[src/rtl/dac_spi_writer.sv]
`default_nettype none
// ============================================================================
// Module   : dac_spi_writer
// Purpose  : Serialises four 16-bit setpoints (two gains, two current limits)
//            into 24-bit SPI write-and-update frames for a quad DAC. Update
//            requests are edge-detected and queued as pending bits; pending
//            channels are served lowest index first, one frame at a time.
// Ports    : clk                      - system clock, rising edge
//            rst_n                    - asynchronous active-low reset
//            enable                   - allows new frames to start
//            dds_gain / cw_gain /
//            dds_current_limit /
//            cw_current_limit         - channel 0..3 setpoints (16 bit)
//            *_update                 - channel 0..3 update request pulses
//            dac_cs_n                 - chip select, active low
//            dac_sclk                 - SPI clock, idle low
//            dac_mosi                 - serial data, MSB first
//            busy                     - high whenever a frame sequence runs
//            frame_done               - one-cycle pulse as dac_cs_n rises
//            last_channel             - channel of the most recent frame
// Revision : 1.0 - initial release
// ============================================================================
module dac_spi_writer #(
  parameter int         CLK_DIV = 4,
  parameter logic [3:0] DAC_CMD = 4'b0011
) (
  input  logic        clk,
  input  logic        rst_n,
  input  logic        enable,
  input  logic [15:0] dds_gain,
  input  logic [15:0] cw_gain,
  input  logic [15:0] dds_current_limit,
  input  logic [15:0] cw_current_limit,
  input  logic        dds_gain_update,
  input  logic        cw_gain_update,
  input  logic        dds_current_limit_update,
  input  logic        cw_current_limit_update,
  output logic        dac_cs_n,
  output logic        dac_sclk,
  output logic        dac_mosi,
  output logic        busy,
  output logic        frame_done,
  output logic [1:0]  last_channel
);

  typedef enum logic [2:0] {
    S_IDLE  = 3'd0,
    S_SETUP = 3'd1,
    S_SHIFT = 3'd2,
    S_HOLD  = 3'd3,
    S_GAP   = 3'd4
  } state_t;

  localparam logic [8:0] C_HALF_LAST = 9'(CLK_DIV - 1);
  // GAP is one cycle short of 2*CLK_DIV: the IDLE cycle that launches the
  // next frame completes the 2*CLK_DIV chip-select-high interval.
  localparam logic [8:0] C_GAP_LAST  = 9'(2 * CLK_DIV - 2);
  // SCLK toggles counted in SHIFT; the 48th toggle is the 24th falling edge,
  // after which one more half-period elapses before HOLD.
  localparam logic [5:0] C_EDGES     = 6'd48;

  state_t      state_q, state_d;
  logic [8:0]  cnt_q, cnt_d;
  logic [5:0]  edge_q, edge_d;
  logic [23:0] shreg_q, shreg_d;
  logic        cs_n_q, cs_n_d;
  logic        sclk_q, sclk_d;
  logic        mosi_q, mosi_d;
  logic        done_q, done_d;
  logic [1:0]  last_ch_q, last_ch_d;
  logic [3:0]  pend_q, pend_d;
  logic [3:0]  upd_q;

  logic [3:0]  w_upd;
  logic [3:0]  w_rise;
  logic [3:0]  w_clr;
  logic [1:0]  w_sel;
  logic [15:0] w_setpoint;
  logic [23:0] w_frame;
  logic        w_tick;

  assign w_upd  = {cw_current_limit_update, dds_current_limit_update,
                   cw_gain_update, dds_gain_update};
  assign w_rise = w_upd & ~upd_q;
  assign w_tick = (cnt_q == C_HALF_LAST);

  // Fixed priority: channel 0 highest.
  always_comb begin
    w_sel = 2'd3;
    if (pend_q[0])      w_sel = 2'd0;
    else if (pend_q[1]) w_sel = 2'd1;
    else if (pend_q[2]) w_sel = 2'd2;
  end

  always_comb begin
    case (w_sel)
      2'd0:    w_setpoint = dds_gain;
      2'd1:    w_setpoint = cw_gain;
      2'd2:    w_setpoint = dds_current_limit;
      default: w_setpoint = cw_current_limit;
    endcase
  end

  assign w_frame = {DAC_CMD, 2'b00, w_sel, w_setpoint};

  always_comb begin
    state_d   = state_q;
    cnt_d     = cnt_q;
    edge_d    = edge_q;
    shreg_d   = shreg_q;
    cs_n_d    = cs_n_q;
    sclk_d    = sclk_q;
    mosi_d    = mosi_q;
    done_d    = 1'b0;
    last_ch_d = last_ch_q;
    w_clr     = 4'b0000;

    case (state_q)
      S_IDLE: begin
        cnt_d = 9'd0;
        if (enable && (pend_q != 4'b0000)) begin
          w_clr[w_sel] = 1'b1;
          last_ch_d    = w_sel;
          mosi_d       = w_frame[23];
          shreg_d      = {w_frame[22:0], 1'b0};
          cs_n_d       = 1'b0;
          state_d      = S_SETUP;
        end
      end

      S_SETUP: begin
        if (w_tick) begin
          cnt_d   = 9'd0;
          sclk_d  = 1'b1;
          edge_d  = 6'd1;
          state_d = S_SHIFT;
        end else begin
          cnt_d = cnt_q + 9'd1;
        end
      end

      S_SHIFT: begin
        if (w_tick) begin
          cnt_d = 9'd0;
          if (edge_q == C_EDGES) begin
            state_d = S_HOLD;
          end else begin
            sclk_d = ~sclk_q;
            edge_d = edge_q + 6'd1;
            // Falling edge: present the next bit; the DAC samples on rising.
            // The 24th fall shifts out the trailing zero, leaving mosi low.
            if (sclk_q) begin
              mosi_d  = shreg_q[23];
              shreg_d = {shreg_q[22:0], 1'b0};
            end
          end
        end else begin
          cnt_d = cnt_q + 9'd1;
        end
      end

      S_HOLD: begin
        if (w_tick) begin
          cnt_d   = 9'd0;
          cs_n_d  = 1'b1;
          done_d  = 1'b1;
          state_d = S_GAP;
        end else begin
          cnt_d = cnt_q + 9'd1;
        end
      end

      S_GAP: begin
        if (cnt_q == C_GAP_LAST) begin
          cnt_d   = 9'd0;
          state_d = S_IDLE;
        end else begin
          cnt_d = cnt_q + 9'd1;
        end
      end

      default: begin
        state_d = S_IDLE;
        cnt_d   = 9'd0;
        cs_n_d  = 1'b1;
        sclk_d  = 1'b0;
        mosi_d  = 1'b0;
      end
    endcase
  end

  // A new request edge wins over the clear of a frame starting this cycle.
  assign pend_d = (pend_q & ~w_clr) | w_rise;

  always_ff @(posedge clk or negedge rst_n) begin
    if (!rst_n) begin
      state_q   <= S_IDLE;
      cnt_q     <= 9'd0;
      edge_q    <= 6'd0;
      shreg_q   <= 24'd0;
      cs_n_q    <= 1'b1;
      sclk_q    <= 1'b0;
      mosi_q    <= 1'b0;
      done_q    <= 1'b0;
      last_ch_q <= 2'd0;
      pend_q    <= 4'b1111;
      upd_q     <= 4'b0000;
    end else begin
      state_q   <= state_d;
      cnt_q     <= cnt_d;
      edge_q    <= edge_d;
      shreg_q   <= shreg_d;
      cs_n_q    <= cs_n_d;
      sclk_q    <= sclk_d;
      mosi_q    <= mosi_d;
      done_q    <= done_d;
      last_ch_q <= last_ch_d;
      pend_q    <= pend_d;
      upd_q     <= w_upd;
    end
  end

  assign dac_cs_n     = cs_n_q;
  assign dac_sclk     = sclk_q;
  assign dac_mosi     = mosi_q;
  assign busy         = (state_q != S_IDLE);
  assign frame_done   = done_q;
  assign last_channel = last_ch_q;

endmodule
`default_nettype wire

[config.mk]
export PLATFORM = sky130hd
export DESIGN_NAME = dac_spi_writer
export DESIGN_NICKNAME = d
export VERILOG_FILES = /design/src/rtl/dac_spi_writer.sv
export SDC_FILE = /design/constraint.sdc
export NUM_CORES = 1
export LEC_CHECK = 0
export ABC_AREA = 0
export CORE_MARGIN = 1.5
export CORE_UTILIZATION = 40
export DETAILED_ROUTE_END_ITERATION = 16
export GPL_TIMING_DRIVEN = 0
export PLACE_DENSITY = 0.71
export SYNTH_ARGS = -nofsm -noshare
export SYNTH_HDL_FRONTEND = slang
export SYNTH_SLANG_ARGS = --single-unit
[constraint.sdc]
create_clock -name clk -period 1.8 [get_ports clk]
set_input_delay 0.18 -clock clk [delete_from_list [all_inputs] [get_ports clk]]
set_output_delay 0.18 -clock clk [all_outputs]
set_load 0.01 [all_outputs]
==> run_results.csv <==
group,metric,value,unit
cells_and_area,fin_util,0.606,
synthesis,synth_edf_count,0,
synthesis,synthDistinctLibCells,44,
cells_and_area,diodes,0,
sta,setup_viol,14,
synthesis,syn_inst,318,
global_routing,grt-ovfl-total,0,
sta,min_period,1860,ps
run_status,violations,"setup timing",
cells_and_area,design_area,0.00438,mm²
floorplan,core_area,0.00721,mm²
floorplan,die-height,88.9,µm
sta,hold_slack,320,ps
sta,rsz0062_at_grt,"yes",
run,maxCapViolCount,0,
setup_path,start_kind,"flip-flop",
power,ir_drop,603,µV
drt,drc,0,
place,io_buffers,77,
global_routing,grt_first_pass_wirelength,12.4,mm
cells_and_area,n_fill_cell,632,
sta,finalClockSkew,15.1,ps
min_path,hold_path_class,"input pin to flip-flop",
setup_path,critPathMaxFanout,10,
synthesis,ys_seq_area_frac,0.468,
floorplan,initial_core_util,0.409,
drt,final_antenna_net_count,0,
place,dpl_cell_area,0.00386,mm²
synthesis,synthArstFlopShare,1.00,
cts,clk_pin_slew,100,ps
synthesis,avgSynthCellArea,9.28,µm²
sta,fin_ws,-61.1,ps
cts,clock_latency,320,ps
place,place_congestion,0.783,
run_status,status,"complete, but fails checks",
cts,htreeDepth,2,
sta,slew_viol_final,0,
setup_path,worst_ep_required_time,2030,ps
synthesis,synth_warnings,0,
drt,drt-initial-drc-count,177,
cells_and_area,nets,486,
drt,first_pass_iters,4,
setup_path,crit_slowest_cell,"dfrtp_1",
cts,cts_made_buffers,5,
setup_path,cp_slowest_stage_delay,410,ps
setup_path,crit_arrival,2090,ps
power,leakagePower,1.79,nW
drt,finalWirelength,8.00,mm
synthesis,synth-main-ff-cell,"dfrtp_1",
global_routing,track_usage,0.202,
floorplan,die_w,88.9,µm
sta,max_slew_margin,0.633,
setup_path,critPathCaptureType,"flip-flop",
place,dp.final_hpwl,5.51,mm
cells_and_area,syn_to_final_growth,48.2,%
cells_and_area,drive_gt1_frac,0.233,
sta,hold_violations,0,
sta,tightest_slew,550,ps
synthesis,yosys_register_bits,55,
place,place_ws,-458,ps
setup_path,crit_chain,"inv_1, ha_1, nand4b_1, nor2_4, o31a_1, buf_6, buf_4, nand2_1, o31ai_2",
drt,vias,2778,
cts,cts_tree,"done",
floorplan,dieArea,0.00790,mm²
power,power_density,1250,mW/mm²
sta,fin_crit_sh,1.03,
drt,wl_per_cell,15.7,µm
floorplan,ios,78,
cts,cts_buffer_depth,2,
synthesis,syn-cell-area,0.00295,mm²
setup_path,crit_type,"flip-flop to flip-flop",
global_routing,antenna_found_initial,0,
cts,cts_sinks,55,
synthesis,syn_nets,393,
sta,max_freq,0.537,GHz
global_routing,grt_max_degree,36,
floorplan,rows,31,
global_routing,grt_pass1_vias,2569,
cts,root_buffer,"clkbuf_8",
drt,viasPerCell,5.44,
## cell usage in the layout (no fill, tap or decap), drive strengths merged, types with 5 or more instances in the layout
master	count
a21oi	5
dfstp	5
nand2	39
xnor2	9
dfrtp	50
nand3	9
and3	5
o21ai	14
o22ai	31
nor2	41
clkdlybuf4s50	75
a211oi	17
buf	22
o31ai	17
inv	12
clkbuf	14
## layer usage
layer  vias up  share of wire  global-route usage  wire [µm]
met5         -              0                   0          0
met4         0          0.014              0.0625        115
met1      1350           0.46               0.293       3670
met3        13          0.032              0.0286        253
li1       1344              -                   -          -
met2        71           0.49               0.314       3960
## per-stage QoR
stage	setup TNS (ps)	cells	total power [W]
after floorplan	0	318	0.00336
after global placement	-67900	494	0.00401
after detailed placement	-9170	495	0.00408
after CTS	-255	510	0.00520
after global routing	-2980	511	0.00584
final	-350	511	0.00547
## kinds of logic after synthesis
family,count (synthesis),synth area share
AND/OR/NAND/NOR,115,0.181
AO/OA/AOI/OAI,96,0.240
flip-flops,55,0.468
buffers and inverters,33,0.0483
XOR/XNOR,12,0.0356
adder cells (fa/ha/maj),4,0.0170
multiplexers,3,0.0102
## Yosys cell counts, types with 6 or more instances
master | number | area [µm²]
dfrtp_1 | 50 | 1250
buf_2 | 6 | 30.0
o21ai_0 | 14 | 70.1
nand3_1 | 8 | 40.0
nor2_1 | 41 | 154
a211oi_1 | 17 | 128
xnor2_1 | 9 | 78.8
clkbuf_1 | 12 | 45.0
o22ai_1 | 31 | 194
o31ai_2 | 10 | 125
nand2_1 | 39 | 146
inv_1 | 12 | 45.0
o31ai_1 | 7 | 52.6
## repair_timing
item                                    in CTS  in global routing
pin swaps                                   11                  3
hold buffers                                 1                  0
cloned                                       2                  0
gates resized for setup                     48                 37
endpoints found under the setup margin      43                 39
endpoints found under the hold margin       18                  0
setup buffers                                7                  1
## final cells by class
type	count	area, µm²	area share
buffer	18	143	0.0326
clock buffer	6	82.6	0.0189
clock inverter	2	16.3	0.00372
inverter	12	47.5	0.0109
multi-input combinational	230	1690	0.385
sequential	55	1380	0.316
tap	99	124	0.0283
timing repair buffer	89	893	0.204
## critical path: cells and delay by family, from the launching register on
family,cells,cell delay [ps]
and+or+nand+nor,3,520
adders and majority gates,1,150
buffers and inverters,3,440
AOI/OAI and AO/OA,2,270
DFF,1,410
## power breakdown
part	total, W	internal [W]	switching, W
clock network	0.000744	0.000315	0.000429
registers	0.00192	0.00163	0.000293
logic	0.00281	0.00125	0.00155
total	0.00547	0.00319	0.00228
## state kept, by name, indices dropped and copies added, names as in the netlist
signal	flops
cnt_q	9
dac_cs_n	1
dac_mosi	1
dac_sclk	1
edge_q	6
frame_done	1
last_channel	2
pend_q	4
shreg_q	23
state_q	3
upd_q	4
## path summary, 6_finish.rpt
| path | startpoint | to | slack [ps] | cells past startpoint |
|---|---|---|---|---|
| max | edge_q[1] | shreg_q[8] | -60 | 9 |
| min | dds_current_limit_update | upd_q[2] | 320 | 1 |
| max reg2reg | edge_q[1] | shreg_q[8] | -60 | 9 |
| min reg2reg | upd_q[0] | pend_q[0] | 390 | 1 |
| max in group asynchronous | rst_n | dac_cs_n | 820 | 3 |
| min in group asynchronous | rst_n | cnt_q[3] | 360 | 2 |
Note: power is estimated with default switching activity, not from simulation.
